<file path="src/rtl/issue_queue_pkg.sv">
// Shared issue-queue defines: element width, default depth and the occupancy width.
// Consumed by issue_queue and by the issue stage that reads issue_require.
package issue_queue_pkg;

    localparam int ISSUE_QUEUE_ELEMENT = 32;
    localparam int IQ_DEPTH_DEFAULT    = 16;
    localparam int IQ_ADDR             = $clog2(IQ_DEPTH_DEFAULT) + 1;

    typedef logic [ISSUE_QUEUE_ELEMENT-1:0] iq_element_t;

endpackage

</file>
<file path="src/rtl/issue_queue.sv">
// In-order dual-push / dual-pop ring buffer between decode and issue.
// Optional statistics counters are built when ISSUE_QUEUE_STAT_EN is defined.
module issue_queue
    import issue_queue_pkg::*;
#(
    parameter int IQ_DEPTH = IQ_DEPTH_DEFAULT
) (
    input  logic                          clk,
    input  logic                          rst,
    input  logic                          flush,
    input  logic [1:0]                    push_number,
    input  iq_element_t [1:0]             push_data,
    output logic                          iq_ready,
    output iq_element_t [1:0]             issue_require,
    output logic [$clog2(IQ_DEPTH):0]     iq_size,
`ifdef ISSUE_QUEUE_STAT_EN
    output logic [31:0]                   stat_full_cycles,
    output logic [31:0]                   stat_issued,
`endif
    input  logic [1:0]                    iq_pop_number
);

    localparam int PTR_W = $clog2(IQ_DEPTH);
    localparam int CNT_W = PTR_W + 1;

    logic [PTR_W-1:0] r_head;
    logic [PTR_W-1:0] r_tail;
    logic [CNT_W-1:0] r_count;
    iq_element_t      r_mem [IQ_DEPTH];

    logic [1:0]       w_push;
    logic [1:0]       w_pop_req;
    logic [1:0]       w_pop;
    logic [PTR_W-1:0] w_head1;
    logic [PTR_W-1:0] w_tail1;

    assign iq_ready = (r_count <= CNT_W'(IQ_DEPTH - 2));
    assign iq_size  = r_count;
    assign w_head1  = r_head + PTR_W'(1);
    assign w_tail1  = r_tail + PTR_W'(1);

    // Effective push/pop after clamping; a flush cycle does neither.
    always_comb begin
        w_push    = 2'd0;
        w_pop_req = (iq_pop_number == 2'd3) ? 2'd2 : iq_pop_number;
        w_pop     = 2'd0;
        if (!flush) begin
            if (iq_ready) begin
                w_push = (push_number == 2'd3) ? 2'd2 : push_number;
            end
            if (r_count < CNT_W'(w_pop_req)) begin
                w_pop = r_count[1:0];
            end else begin
                w_pop = w_pop_req;
            end
        end
    end

    always_ff @(posedge clk or negedge rst) begin
        if (!rst) begin
            r_head  <= '0;
            r_tail  <= '0;
            r_count <= '0;
        end else if (flush) begin
            r_head  <= '0;
            r_tail  <= '0;
            r_count <= '0;
        end else begin
            r_head  <= r_head + PTR_W'(w_pop);
            r_tail  <= r_tail + PTR_W'(w_push);
            r_count <= r_count + CNT_W'(w_push) - CNT_W'(w_pop);
        end
    end

    // Storage is not reset; occupancy alone decides what is valid.
    always_ff @(posedge clk) begin
        if (w_push != 2'd0) begin
            r_mem[r_tail] <= push_data[0];
        end
        if (w_push == 2'd2) begin
            r_mem[w_tail1] <= push_data[1];
        end
    end

    always_comb begin
        issue_require[0] = '0;
        issue_require[1] = '0;
        if (r_count >= CNT_W'(1)) begin
            issue_require[0] = r_mem[r_head];
        end
        if (r_count >= CNT_W'(2)) begin
            issue_require[1] = r_mem[w_head1];
        end
    end

`ifdef ISSUE_QUEUE_STAT_EN
    logic [31:0] r_full_cycles;
    logic [31:0] r_issued;
    logic [32:0] w_issued_sum;

    assign w_issued_sum     = {1'b0, r_issued} + 33'(w_pop);
    assign stat_full_cycles = r_full_cycles;
    assign stat_issued      = r_issued;

    // Saturating counters that survive flush.
    always_ff @(posedge clk or negedge rst) begin
        if (!rst) begin
            r_full_cycles <= '0;
            r_issued      <= '0;
        end else begin
            if (!iq_ready && (r_full_cycles != '1)) begin
                r_full_cycles <= r_full_cycles + 32'd1;
            end
            r_issued <= w_issued_sum[32] ? '1 : w_issued_sum[31:0];
        end
    end
`endif

endmodule

</file>
<file path="config.mk">
export PLATFORM = sky130hd
export DESIGN_NAME = issue_queue
export DESIGN_NICKNAME = d
export VERILOG_FILES = /design/src/rtl/issue_queue_pkg.sv /design/src/rtl/issue_queue.sv
export SDC_FILE = /design/constraint.sdc
export NUM_CORES = 1
export LEC_CHECK = 0
export CAP_MARGIN = 10
export CORE_MARGIN = 5
export CORE_UTILIZATION = 45
export DETAILED_ROUTE_END_ITERATION = 10
export PLACE_DENSITY = 0.76
export SLEW_MARGIN = 20
export SYNTH_ARGS = -nofsm -noshare
export SYNTH_HDL_FRONTEND = slang
export SYNTH_SLANG_ARGS = --single-unit
</file>
<file path="constraint.sdc">
create_clock -name clk -period 4.2 [get_ports clk]
set_input_delay 0.84 -clock clk [delete_from_list [all_inputs] [get_ports clk]]
set_output_delay 0.84 -clock clk [all_outputs]
set_load 0.005 [all_outputs]
</file>
### After elaboration in Yosys (flattened, before gate mapping)

Memory sizes are Yosys's and may differ from the RTL's.
Index checks and enable logic that the tools add are counted.

* bits in writable memories: 512
* register bits: 13
* memories kept: 1
* latch bits: 0
* bits in read-only memories: 0
* output and inout bits: 70

* $add $sub $neg: 6
* multiplexer cells: 15
* $lt $le $gt $ge: 4
* multipliers: 0
* equality and inequality tests: 3
* reduce and logical (&&, ||, !) cells: 1
* shift operators: 0
* bitwise logic cells: 0
* div/mod/pow operators: 0

Memories
* r_mem: depth 16, width 32, rd ports 2, clocked after memory_dff 0, wr ports 2, RTL line issue_queue.sv:29 `iq_element_t r_mem [IQ_DEPTH];`

Operators by type and width (number)
* $mux W32: 2
* $mux W2: 6
* $add A4 B1 Y4 const B: 2
* $add A4 B2 Y4: 2
* $mux W4: 2
* $eq A2 B2 Y1 const B: 3
* $add A5 B2 Y5: 1
* $ge A5 B1 Y1 const B: 1
* $ge A5 B2 Y1 const B: 1
* $le A5 B4 Y1 const B: 1
* $lt A5 B2 Y1: 1
* $mux W5: 1
* $sub A5 B2 Y5: 1
* $mux W1: 4
* $reduce_bool A2 Y1: 1

### Longest topological paths before layout

* word-level depth: 7
* gate-level depth with buffers: 15
* mapped depth without buffers: 15

### Worst setup path after synthesis

Ideal clock, no wire load.

* kind: input -> register
* start: input flush
* end: memory r_mem[1][0] in the netlist's numbering, enable pin
* setup slack: -461 ps
* data arrival time: 4195 ps
* cell stages on the path: 4
* path buffers: 1
* cell sequence: clkbuf_1 > a2111oi_0 > nand2_1 > o21ai_0

RTL lines
* start: declaration: RTL line issue_queue.sv:10 `input logic flush,`
* end: declaration: RTL line issue_queue.sv:29

==> summary.txt <==
CTS
  – Clock latency on the worst-skew pair: about 0.64 ns
  – Root cell of the clock tree: clkbuf_16
  – CTS buffer count: 56
  – H-tree depth: 2
  – # clock sinks: 525
  – Clk buf depth: 3
  – Clock-pin slew of the registers on the worst-case setup and hold paths: 0.06 ns
  – Cts hold-fix bufs: 0
  – CTS tree: built

Drt
  – Iter 0 DRT Violations: 2425
  – DRC viols: 0
  – Routed Antenna Nets: 0
  – Avg WL per Cell: 31.7 microns
  – DRT Pass-1 Iters: 5
  – Vias: 20300
  – DR vias/cell: 6.71
  – Routed WL: approximately 96000 microns

Floorplan
  – Die height: roughly 270 microns
  – Initial Utilization: between 40% and 50%
  – Die width: 273 microns
  – # rows: 96
  – Die area: around 74000 sq um
  – Num ports: 141
  – Core area: slightly below 70000 sq um

Setup path
  – Critical path type: flip-flop to primary output
  – Reg2reg start: iq_size[4]
  – Critical path endpoint: issue_require[62]
  – CP endpoint kind: primary output
  – R2R cell count: 15
  – Element type at the critical path start: flip-flop
  – Critical Path AT: ~3.4 ns
  – Required @ worst endpoint: between 3 and 4 ns
  – Max FO, Critical Path: 10
  – CP startpoint: r_head[0]
  – RR Endpoint: iq_size[4]
  – Internal reg-to-reg setup slack: just over 0.8 ns

STA
  – Worst slew pin tran: slightly above 1 ns
  – Final clock skew: 0.0267 ns
  – RSZ-0062 raised after global routing: true
  – Fmax: 239 MHz
  – Rel. slew slack: around 32%
  – Hold_ws: around 0.65 ns
  – Final Slew Violations: 0
  – Final hold vios: 0
  – Min Tclk post-route: 4.19 ns
  – # setup viols final: 0
  – Share of the clock period used by the worst path: between 90 and 100%
  – Final worst slack: around 0.013 ns

Global routing
  – Tot GR Track Use: between 20 and 30%
  – Initial antenna violation count: 5
  – Global route overflow: 0
  – Largest net degree at the start of global routing: 81
  – Vias in the first global route: around 21000
  – First-pass GRT wire length: 141000 microns

Synthesis
  – Mapped Nets: approximately 2000
  – Mean Syn Cell Area: 15.9 sq um
  – Dominant synthesized flop cell: edfxtp_1
  – Cell variety after synth: 46
  – Mapped Cells: 1955
  – Area leader, netlist: edfxtp_1
  – Sequential share of the synthesized area: between 50% and 60%
  – EDFF count, synth: a little over 500
  – Synth area leaders: edfxtp_1 49%, mux4_2 19%, mux2_2 12%
  – Synth Warn #: 0
  – Top-area cell type share of the netlist area: about half
  – Mapped Area: 31100 sq um
  – Fraction of registers with async set/reset: about 2.5%
  – Count of state elements after synthesis: approximately 530

Final layout
  – Non-filler cells, final: between 3000 and 4000
  – Final Net Count: roughly 2100
  – Layout cell share with drive strength beyond 1: around two fifths
  – Area Growth Syn to Fin: 17.1%

Power
  – Peak supply drop: between 300 and 400 uV
  – Power Dens Cells: 498 nW/um^2
  – Leak: ~11 nW

Placed design
  – Pre-CTS WS: 0.0779 ns
  – Buffers on Ports: between 100 and 150
  – Cells after DPL: approximately 2900
  – Gpl congestion: 0.871
  – Final HPWL DP: between 50000 and 60000 microns

Job
  – Maxcap violations: 0

Min path
  – Worst Hold Class: input port to asynchronous set/reset pin

Outcome
  – Status: finished clean
==> final cells by class <==
type	count	area [sq um]
timing repair buffer	258	2870
clock inverter	31	415
inverter	14	52.6
fill	5377	32200
tap	931	1160
multi-input combinational	1189	14700
antenna	4	10.0
sequential	525	15700
clock buffer	70	1480
==> layout by cell type, fill, tap and decap left out, drive strengths merged, types with 3 or more instances in the layout <==
| cell type | n |
|---|---|
| a211oi | 64 |
| a21oi | 10 |
| a41oi | 30 |
| and3 | 9 |
| buf | 116 |
| bufinv | 9 |
| clkbuf | 71 |
| clkdlybuf4s50 | 140 |
| clkinv | 20 |
| dfrtp | 13 |
| diode | 4 |
| edfxtp | 512 |
| fa | 4 |
| ha | 15 |
| inv | 16 |
| mux2 | 512 |
| mux2i | 32 |
| mux4 | 256 |
| nand2 | 71 |
| nand2b | 6 |
| nand3 | 8 |
| nor2 | 14 |
| nor2b | 44 |
| nor3 | 3 |
| o21ai | 74 |
| o21bai | 7 |
| or3 | 3 |
| xnor2 | 5 |
==> where the power goes <==
| group | internal [W] | switching (W) |
|---|---|---|
| Sequential | 0.00596 | 0.000160 |
| Combinational | 0.00358 | 0.00328 |
| Clock | 0.00304 | 0.00213 |
| Total | 0.0126 | 0.00557 |
==> layer usage <==
layer  vias up  global-route usage (%)  part of all wire (%)
li1       8149                       -                     -
met1     10500                    33.1                    37
met2      1335                    42.1                    49
met3       256                    5.29                    10
met4         2                    9.46                   4.3
met5         -                       0                 0.014
==> metrics by stage <==
| step | TNS, ns | utilization [%] | area [sq um] | total power [W] |
|---|---|---|---|---|
| after CTS | -0.0291 | 53.0 | 36300 | 0.0182 |
| after global routing | -0.221 | 53.1 | 36400 | 0.0188 |
| after detailed placement | 0 | 50.0 | 34300 | 0.0129 |
| after global placement | 0 | 50.0 | 34300 | 0.0128 |
| final | 0 | 53.1 | 36400 | 0.0181 |
| after floorplan | -102.45 | - | 31100 | 0.0102 |
==> what timing repair did <==
action | 4_1_cts | 5_1_grt
pin swaps | 2 | 1
setup endpoints to repair | 35 | 24
buffers inserted | 6 | 5
resized for setup | 12 | 7
hold endpoints to repair | 0 | 0
gates cloned | 1 | 0
==> worst min-delay path by stage <==
stage | from | to | depth (start not counted)
finish | rst | iq_size[3] | 1
global route | rst | iq_size[3] | 1
CTS | rst | iq_size[3] | 1
detailed placement | r_tail[2] | r_tail[2] | 2
global placement | r_tail[2] | r_tail[2] | 2
floorplan | rst | iq_size[0] | 0
==> worst max-delay path: stages (launching register included) <==
cell and delay, ns:
dfrtp_4 0.58, ha_4 0.21, or3b_2 0.48, o31ai_4 0.10, buf_4 0.30, a22oi_1 0.15, a31oi_2 0.34, clkdlybuf4s50_1 0.58
==> state kept, by name, summed over array words and instances, names as in the netlist <==
register / flops
r_head: 4
r_tail: 4
r_mem: 512
iq_size: 5
==> cells by family after synthesis <==
group | after synthesis | synth area share, %
simple gates | 168 | 2.80
xor+xnor | 6 | 0.169
fa+ha+maj | 19 | 0.861
mux | 800 | 38.1
buf+inv | 241 | 3.34
flops | 525 | 50.5
compound gates | 196 | 4.24
==> synth_stat cells, types with 2 or more instances <==
master / count
edfxtp_1: 512
mux2_2: 338
mux4_2: 256
mux2_1: 174
clkbuf_1: 132
buf_2: 87
o21ai_0: 74
nand2_1: 71
a211oi_1: 64
nor2b_1: 44
mux2i_1: 32
a41oi_1: 30
ha_1: 15
inv_1: 14
nor2_1: 14
dfrtp_1: 13
a21oi_1: 10
and3_1: 9
nand3_2: 7
o21bai_1: 7
nand2b_1: 6
buf_4: 5
xnor2_1: 5
fa_1: 4
nor3_1: 3
or3_1: 3
a22oi_1: 2
a31oi_1: 2
and2_1: 2
buf_1: 2
o31ai_1: 2
or3b_2: 2
Power figures use the tool's default switching activity.
